==> config.mk <==
export PLATFORM = sky130hd
export DESIGN_NAME = sonar_pulse_meter
export DESIGN_NICKNAME = d
export VERILOG_FILES = /design/src/rtl/sonar_pulse_meter.sv
export SDC_FILE = /design/constraint.sdc
export NUM_CORES = 1
export LEC_CHECK = 0
export BUFFER_PORTS_ARGS = -buffer_cell sky130_fd_sc_hd__buf_2
export CAP_MARGIN = 20
export CORE_MARGIN = 2
export CORE_UTILIZATION = 59
export CTS_BUF_LIST = sky130_fd_sc_hd__clkbuf_16
export CTS_CLUSTER_SIZE = 10
export DETAILED_ROUTE_END_ITERATION = 10
export PLACE_DENSITY = 0.8
export SLEW_MARGIN = 25
export SYNTH_ARGS = -nofsm -noshare
export SYNTH_HDL_FRONTEND = slang
export SYNTH_SLANG_ARGS = --single-unit
==> constraint.sdc <==
create_clock -name clk -period 3 [get_ports clk]
set_clock_uncertainty 0.1 [all_clocks]
set_input_delay 0.6 -clock clk [delete_from_list [all_inputs] [get_ports clk]]
set_output_delay 0.6 -clock clk [all_outputs]
set_load 0.01 [all_outputs]
==> src/rtl/sonar_pulse_meter.sv <==
// Sonar echo pulse-width meter: sync, glitch filter, width/timeout FSM.
// Ports: clk, reset_n, sonarin, Avalon-MM (address/read/readdata/write/writedata), irq.
module sonar_pulse_meter #(
  parameter int FILTER_LEN     = 4,
  parameter int WIDTH_BITS     = 24,
  parameter int TIMEOUT_CYCLES = 5_000_000
) (
  input  logic        clk,
  input  logic        reset_n,
  input  logic        sonarin,
  input  logic [1:0]  address,
  input  logic        read,
  output logic [31:0] readdata,
  input  logic        write,
  input  logic [31:0] writedata,
  output logic        irq
);

  localparam logic [1:0] ARM       = 2'd0;
  localparam logic [1:0] WAIT_RISE = 2'd1;
  localparam logic [1:0] HIGH      = 2'd2;

  localparam logic [3:0]  FL_LAST = 4'(FILTER_LEN - 1);
  localparam logic [31:0] TO_LAST = 32'(TIMEOUT_CYCLES - 1);
  localparam logic [WIDTH_BITS-1:0] CNT_MAX = '1;

  logic                  sync1_q, sync2_q;
  logic [3:0]            flt_q, flt_d;
  logic                  lvl_q, lvl_d;
  logic [1:0]            state_q, state_d;
  logic [WIDTH_BITS-1:0] cnt_q, cnt_d;
  logic [31:0]           tmr_q, tmr_d;
  logic                  ovf_q, ovf_d;
  logic [WIDTH_BITS-1:0] width_q, width_d;
  logic                  valid_q, valid_d;
  logic                  ovfl_q, ovfl_d;
  logic                  tmo_q, tmo_d;
  logic                  en_q, en_d;
  logic                  irq_en_q, irq_en_d;
  logic [15:0]           count_q, count_d;
  logic [31:0]           rdata_q, rdata_d;
  logic                  irq_q;
  logic                  latch, tmo_fire;
  logic                  rd_width, wr_sts, wr_ctl, wr_cnt;
  logic                  unused_wdata;

  assign unused_wdata = ^writedata[31:3];

  assign rd_width = read  && (address == 2'd0);
  assign wr_sts   = write && (address == 2'd1);
  assign wr_ctl   = write && (address == 2'd2);
  assign wr_cnt   = write && (address == 2'd3);

  // A run of FILTER_LEN samples differing from lvl flips it.
  always_comb begin
    flt_d = '0;
    lvl_d = lvl_q;
    if (sync2_q != lvl_q) begin
      if (flt_q == FL_LAST) lvl_d = ~lvl_q;
      else                  flt_d = flt_q + 4'd1;
    end
  end

  always_comb begin
    state_d  = state_q;
    cnt_d    = cnt_q;
    tmr_d    = tmr_q;
    ovf_d    = ovf_q;
    latch    = 1'b0;
    tmo_fire = 1'b0;
    if (!en_q) begin
      state_d = ARM;
      cnt_d   = '0;
      tmr_d   = '0;
      ovf_d   = 1'b0;
    end else begin
      case (state_q)
        ARM: if (!lvl_q) state_d = WAIT_RISE;
        WAIT_RISE: begin
          if (lvl_q) begin
            // Rise cycle is the first high cycle, so it counts as 1.
            cnt_d   = WIDTH_BITS'(1);
            state_d = HIGH;
          end else if (tmr_q == TO_LAST) begin
            tmo_fire = 1'b1;
            tmr_d    = '0;
          end else begin
            tmr_d = tmr_q + 32'd1;
          end
        end
        HIGH: begin
          if (lvl_q) begin
            if (cnt_q == CNT_MAX) ovf_d = 1'b1;
            else                  cnt_d = cnt_q + WIDTH_BITS'(1);
          end else begin
            latch   = 1'b1;
            ovf_d   = 1'b0;
            tmr_d   = '0;
            state_d = WAIT_RISE;
          end
        end
        default: state_d = ARM;
      endcase
    end
  end

  // Set beats clear on every collision.
  always_comb begin
    width_d  = latch ? cnt_q : width_q;
    ovfl_d   = latch ? ovf_q : ovfl_q;
    valid_d  = valid_q;
    if (rd_width || (wr_sts && writedata[0])) valid_d = 1'b0;
    if (latch) valid_d = 1'b1;
    tmo_d    = tmo_q;
    if (wr_sts && writedata[2]) tmo_d = 1'b0;
    if (tmo_fire) tmo_d = 1'b1;
    en_d     = wr_ctl ? writedata[0] : en_q;
    irq_en_d = wr_ctl ? writedata[1] : irq_en_q;
    count_d  = count_q;
    if (wr_cnt) count_d = '0;
    if (latch)  count_d = (wr_cnt ? 16'd0 : count_q) + 16'd1;
  end

  always_comb begin
    rdata_d = '0;
    if (read) begin
      case (address)
        2'd0: rdata_d = 32'(width_q);
        2'd1: rdata_d = {28'd0, lvl_q, tmo_q, ovfl_q, valid_q};
        2'd2: rdata_d = {30'd0, irq_en_q, en_q};
        2'd3: rdata_d = {16'd0, count_q};
        default: rdata_d = '0;
      endcase
    end
  end

  always_ff @(posedge clk or negedge reset_n) begin
    if (!reset_n) begin
      sync1_q  <= 1'b0;
      sync2_q  <= 1'b0;
      flt_q    <= '0;
      lvl_q    <= 1'b0;
      state_q  <= ARM;
      cnt_q    <= '0;
      tmr_q    <= '0;
      ovf_q    <= 1'b0;
      width_q  <= '0;
      valid_q  <= 1'b0;
      ovfl_q   <= 1'b0;
      tmo_q    <= 1'b0;
      en_q     <= 1'b0;
      irq_en_q <= 1'b0;
      count_q  <= '0;
      rdata_q  <= '0;
      irq_q    <= 1'b0;
    end else begin
      sync1_q  <= sonarin;
      sync2_q  <= sync1_q;
      flt_q    <= flt_d;
      lvl_q    <= lvl_d;
      state_q  <= state_d;
      cnt_q    <= cnt_d;
      tmr_q    <= tmr_d;
      ovf_q    <= ovf_d;
      width_q  <= width_d;
      valid_q  <= valid_d;
      ovfl_q   <= ovfl_d;
      tmo_q    <= tmo_d;
      en_q     <= en_d;
      irq_en_q <= irq_en_d;
      count_q  <= count_d;
      rdata_q  <= rdata_d;
      irq_q    <= irq_en_q & valid_q;
    end
  end

  assign readdata = rdata_q;
  assign irq      = irq_q;

endmodule

# [Word-level counts from Yosys, hierarchy flattened]
# Index checks and enable logic that the tools add are counted.
[totals] reg_bits=144 wordCells=93
[classes] n_addsub=4 n_bitwise=2 eq_ne=18 n_mux=35 reduce_logical=17
[op_table] cell="2-to-1 mux 32 bit" count=5
[op_table] cell="one-hot mux 32 bit (4 select lines)" count=1
[op_table] cell="2-to-1 mux 24 bit" count=4
[op_table] cell="one-hot mux 32 bit (2 select lines)" count=1
[op_table] cell="one-hot mux 24 bit (2 select lines)" count=1
[op_table] cell="adder 32 x 1 -> 32 bit, second input constant" count=1
[op_table] cell="== test 32 x 23 -> 1 bit, second input constant" count=1
[op_table] cell="2-to-1 mux 16 bit" count=2
[op_table] cell="adder 24 x 1 -> 24 bit, second input constant" count=1
[op_table] cell="== test 24 bit, second input constant" count=1
[op_table] cell="!= test 3 bit, second input constant" count=6
[op_table] cell="adder 16 x 1 -> 16 bit, second input constant" count=1
[op_table] cell="2-to-1 mux 1 bit" count=15
[op_table] cell="2-to-1 mux 4 bit" count=2
[op_table] cell="== test 2 bit, second input constant" count=3
[op_table] cell="logical AND 1 bit" count=6
[op_table] cell="2-to-1 mux 2 bit" count=3
[op_table] cell="AND reduction 2 bit" count=3
[op_table] cell="adder 4 x 1 -> 4 bit, second input constant" count=1
[op_table] cell="== test 2 x 1 -> 1 bit, second input constant" count=2
[op_table] cell="== test 4 x 2 -> 1 bit, second input constant" count=1
[op_table] cell="logical NOT 2 bit" count=2
[op_table] cell="one-hot mux 2 bit (2 select lines)" count=1
[op_table] cell="AND reduction 4 bit" count=1
[op_table] cell="10 further kinds" count=11

# [Longest topological paths before layout]
[depth] depth_word=6 mapped_depth=8 ltp_nobuf=7

# [Worst setup path before layout]
# No wires, ideal clock.
[synth_timing] path_kind="reg-to-reg" startpoint="reg cnt_q[0]" endpoint="reg cnt_q[20]" required_ns=2.765 setup_ns=0.135 stages_incl_launch_ff=8 path_slack_ns=0.834 synth_period_minus_slack_ns=2.166 t_arrival_ns=1.931 cell_sequence="dfrtp_1 > ha_1 > nand3_1 > nor4_4 > a31oi_2 > buf_2 > a31oi_1 > a31oi_1"
[synth_via] elab_chain_len=5 elab_cells_between_ends=8 cone_classes="1 x add/sub; 2 x eq/ne; 4 x mux; 1 x reduce/logical"
[synth_rtl] element="start, declared" line="31" source="logic [WIDTH_BITS-1:0] cnt_q, cnt_d;"
[synth_rtl] element="start signal, assigned" line="162" source="cnt_q <= cnt_d;"
[synth_rtl] element="adder 24 x 1 -> 24 bit" line="94" source="else cnt_d = cnt_q + WIDTH_BITS'(1);"
[synth_rtl] element="2-to-1 mux 24 bit" line="93" source="if (cnt_q == CNT_MAX) ovf_d = 1'b1;"
[synth_rtl] element="2-to-1 mux 24 bit" line="92" source="if (lvl_q) begin"
[synth_rtl] element="one-hot mux 24 bit (2 select lines)" line="77" source="case (state_q)"
[synth_rtl] element="2-to-1 mux 24 bit" line="71" source="if (!en_q) begin"
# Parallel ways exist; a longest one is shown, timed or not. The select of a mux whose other input is x is not followed.
# A chain may end at the register's enable or synchronous reset.

# [Worst setup path after layout]
[layout_timing] startpoint="reg en_q" endpoint="reg cnt_q[18]"
[layout_via] elab_chain_len=2 elab_cells_between_ends=6 cone_classes="4 x eq/ne; 1 x mux; 1 x reduce/logical"
[layout_rtl] element="start, declared" line="38" source="logic en_q, en_d;"
[layout_rtl] element="start signal, assigned" line="169" source="en_q <= en_d;"
[layout_rtl] element="!= test 3 x 1 -> 1 bit (no source line) or != test 3 bit (tied branches)"
[layout_rtl] element="AND reduction 4 bit (no source line)"
# Parallel ways exist; a longest one is shown, timed or not.

==> impl_metrics.ini <==
[finish]
nFillCells = 775
n_antenna_cell = 0
finalInstanceArea_mm2 = 0.00739
nets = 689
area_delta_synth_final_pct = 14.1
layout-drive-gt1-share_pct = 17.8

[timing]
max_slew_margin_pct = 43.0
worst_pin_slew_ns = 0.852
fin_crit_ns = 2.52
fin_hold_ws_ns = 0.0284
hold_violations = 0
fin_tns_setup_ns = 0
setup_viol = 0
finalMaxSlewViolations = 0
fmax_mhz = 397
layout_setup_ws_ns = 0.479
rsz0062_at_grt = no
period_share_pct = 84.0

[placed_design]
dp_slack_ns = 0.547
gp_congestion = 0.805
place_area_mm2 = 0.00680
io_buffer_count = 34
hpwlAfterDp_mm = 9.10

[synth]
synth_cells = 608
synth.distinct_cells = 57
synth_area_leader_cell = dfrtp_1
ys_seq_area_share_pct = 52.5
ys_top_cells_by_area = dfrtp_1 53%, mux2_2 5.0%, xor2_1 4.3%, nor2_1 3.1%, nand2_1 3.0%
synth_edf_count = 0
syn-cell-area_mm2 = 0.00648
yosys_warnings = 0
syn_avg_cell_area_um2 = 10.7
yosysTopAreaCellShare_pct = 52.5
ys.flop_type = dfrtp_1
async_reset_ff_share_pct = 100
ys_ff_latch = 136

[routing]
viasPerCell = 6.10
avgRoutedWirePerCell_um = 17.6
route.vias.total = 4870
drt_first_pass_iters = 6
drt_iter0_drc = 477
final_antenna_net_count = 0
drc = 0
wirelength_mm = 14.1

[worst_setup_path]
worst_path_max_delay_cell = a31oi_2
cp_data_required_time_ns = 3.23
critPathMaxFanout = 15
end_kind = flip-flop
reg2reg_slack_ns = 0.48
start_kind = flip-flop
r2r_cells = 6
crit_path_cell_trace = buf_4 -> and3b_1 -> nand2_1 -> a31oi_2 -> a41oi_1 -> a31oi_1
arrival_ns = 2.76
critPathKind = flip-flop to flip-flop
cpPeakStageDelay_ns = 0.70

[clock_tree]
cts_hold_buf = 0
clock-sinks = 136
cts_root_buffer = clkbuf_16
cts_tree = done
cts_setup_buffers = 0
cts_inserted_buffers = 17
cts.clk_slew.worst_paths_ns = 0.06
htreeDepth = 4
clk_latency_ns = 0.42
clock_path_buffers = 2
cts_resized = 0

[power_and_ir_drop]
p_int_mw = 3.45
comb_power_share_pct = 11.4
ir_drop_uv = 385
p_sw_share_pct = 25.2
clkPwrFrac_pct = 45.8
p_seq_share_pct = 42.8
p_per_area_mw_per_mm2 = 623
p_leak_nw = 3.36
p_sw_mw = 1.16

[grt]
grt.overflow.total = 0
antenna_found_initial = 0
grt_max_degree = 57
track_usage_pct = 25.8
grt_pass1_vias = 4971
grt_pass1_wl_mm = 23.4

[floorplan]
start_util_pct = 60.0
fp-row-count = 38
ios = 72
fp.dieH_um = 109
core_region_area_mm2 = 0.0108
die_area_mm2 = 0.0118
fp.dieW_um = 109

[run_status]
status = completed

[run]
drv_cap = 0

[worst_hold_path]
hold_class = input port to asynchronous set/reset pin
[final cells by class]
cell class / count / area, um^2 / area share, %
tap: 140 / 175 / 2.37
clock buffer: 17 / 425 / 5.76
timing repair buffer: 48 / 294 / 3.98
sequential: 136 / 3400 / 46.0
multi-input combinational: 437 / 2900 / 39.3
inverter: 6 / 22.5 / 0.305
clock inverter: 15 / 168 / 2.27
[flip-flops by register name, summed over array words and instances (netlist names), 2 cells and up]
name,count
cnt_q,24
width_q,24
flt_q,4
tmr_q,32
state_q,2
readdata,24
count_q,16
[path summary, 6_finish.rpt]
check | start | to
setup reg to reg | en_q | cnt_q[18]
hold reg to reg | sync1_q | sync2_q
max in group asynchronous | reset_n | count_q[1]
min in group clk | sonarin | sync1_q
setup / recovery | en_q | cnt_q[18]
hold / removal | reset_n | readdata[15]
[metal layers]
metal / vias up / routed length [um] / track usage [%]
met5: - / 0 / 0
met3: 26 / 700 / 6.58
met2: 170 / 7500 / 43.3
met4: 0 / 281 / 12.8
met1: 2445 / 5590 / 30.9
li1: 2229 / - / -
[worst max-delay path, delay by kind of cell (launching register included)]
family	cells	cell delay, ns
buffers and inverters	1	0.19
AND/OR/NAND/NOR	2	0.67
flip-flops	1	0.35
AO/OA/AOI/OAI	3	1.11
[synth_stat cells (3+ instances only)]
| cell | count |
|---|---|
| a211oi_1 | 4 |
| inv_1 | 5 |
| a31oi_1 | 14 |
| o211ai_1 | 5 |
| mux2_2 | 29 |
| dfrtp_1 | 136 |
| nor3_1 | 9 |
| buf_2 | 8 |
| mux2i_1 | 3 |
| o32ai_1 | 4 |
| a41oi_1 | 4 |
| nand3b_1 | 4 |
| and2_1 | 23 |
| a22oi_1 | 12 |
| nor2_1 | 53 |
| nand2_1 | 51 |
| nor4_1 | 7 |
| and4_1 | 4 |
| buf_4 | 8 |
| nor3b_1 | 3 |
| nand2b_1 | 6 |
| nand4_1 | 25 |
| ha_1 | 4 |
| nor2b_1 | 19 |
| nand3_1 | 31 |
| xor2_1 | 32 |
| a21oi_1 | 14 |
| o21ai_0 | 14 |
| xnor2_1 | 13 |
| and3_1 | 12 |
| clkbuf_1 | 16 |
[power groups by stage]
stage	logic, mW	clock network [mW]	registers, mW
after floorplan	0.361	0	1.98
after detailed placement	0.517	0	2.00
after global placement	0.498	0	2.00
after global routing	0.573	2.21	1.98
after CTS	0.521	2.13	1.97
final	0.523	2.11	1.97
[cell usage in the layout (no fill, tap or decap), types with 5 or more instances in the layout]
| master | netlist | layout |
|---|---|---|
| buf_2 | 8 | 33 |
| nor2b_1 | 19 | 19 |
| nand2_1 | 51 | 51 |
| clkbuf_16 | 0 | 17 |
| nand4_1 | 25 | 25 |
| a22oi_1 | 12 | 12 |
| and3_1 | 12 | 12 |
| o21ai_0 | 14 | 14 |
| nor4_1 | 7 | 7 |
| xnor2_1 | 13 | 13 |
| dfrtp_1 | 136 | 136 |
| conb_1 | 1 | 8 |
| buf_4 | 8 | 13 |
| o211ai_1 | 5 | 5 |
| nor2_1 | 53 | 53 |
| nand2b_1 | 6 | 6 |
| a31oi_1 | 14 | 14 |
| mux2_2 | 29 | 29 |
| inv_1 | 5 | 8 |
| xor2_1 | 32 | 32 |
| nand3_1 | 31 | 31 |
| nor3_1 | 9 | 9 |
| and2_1 | 23 | 23 |
| a21oi_1 | 14 | 14 |
| clkinv_1 | 1 | 6 |
[metrics by stage]
step	power (mW)	instances	util, %
after floorplan	2.35	615	-
after detailed placement	2.52	767	63.0
after CTS	4.63	799	68.5
after global routing	4.77	799	68.5
final	4.61	799	68.5
after global placement	2.49	767	63.0
[kinds of logic after synthesis]
logic type	synth area share, %
adders and majority gates	0.773
other	0.0579
and+or+nand+nor	22.4
xor gates and xnor gates	6.08
DFF	52.5
AOI/OAI and AO/OA	8.69
muxes	6.20
buffers and inverters	3.28
Power figures use the tool's default switching activity.
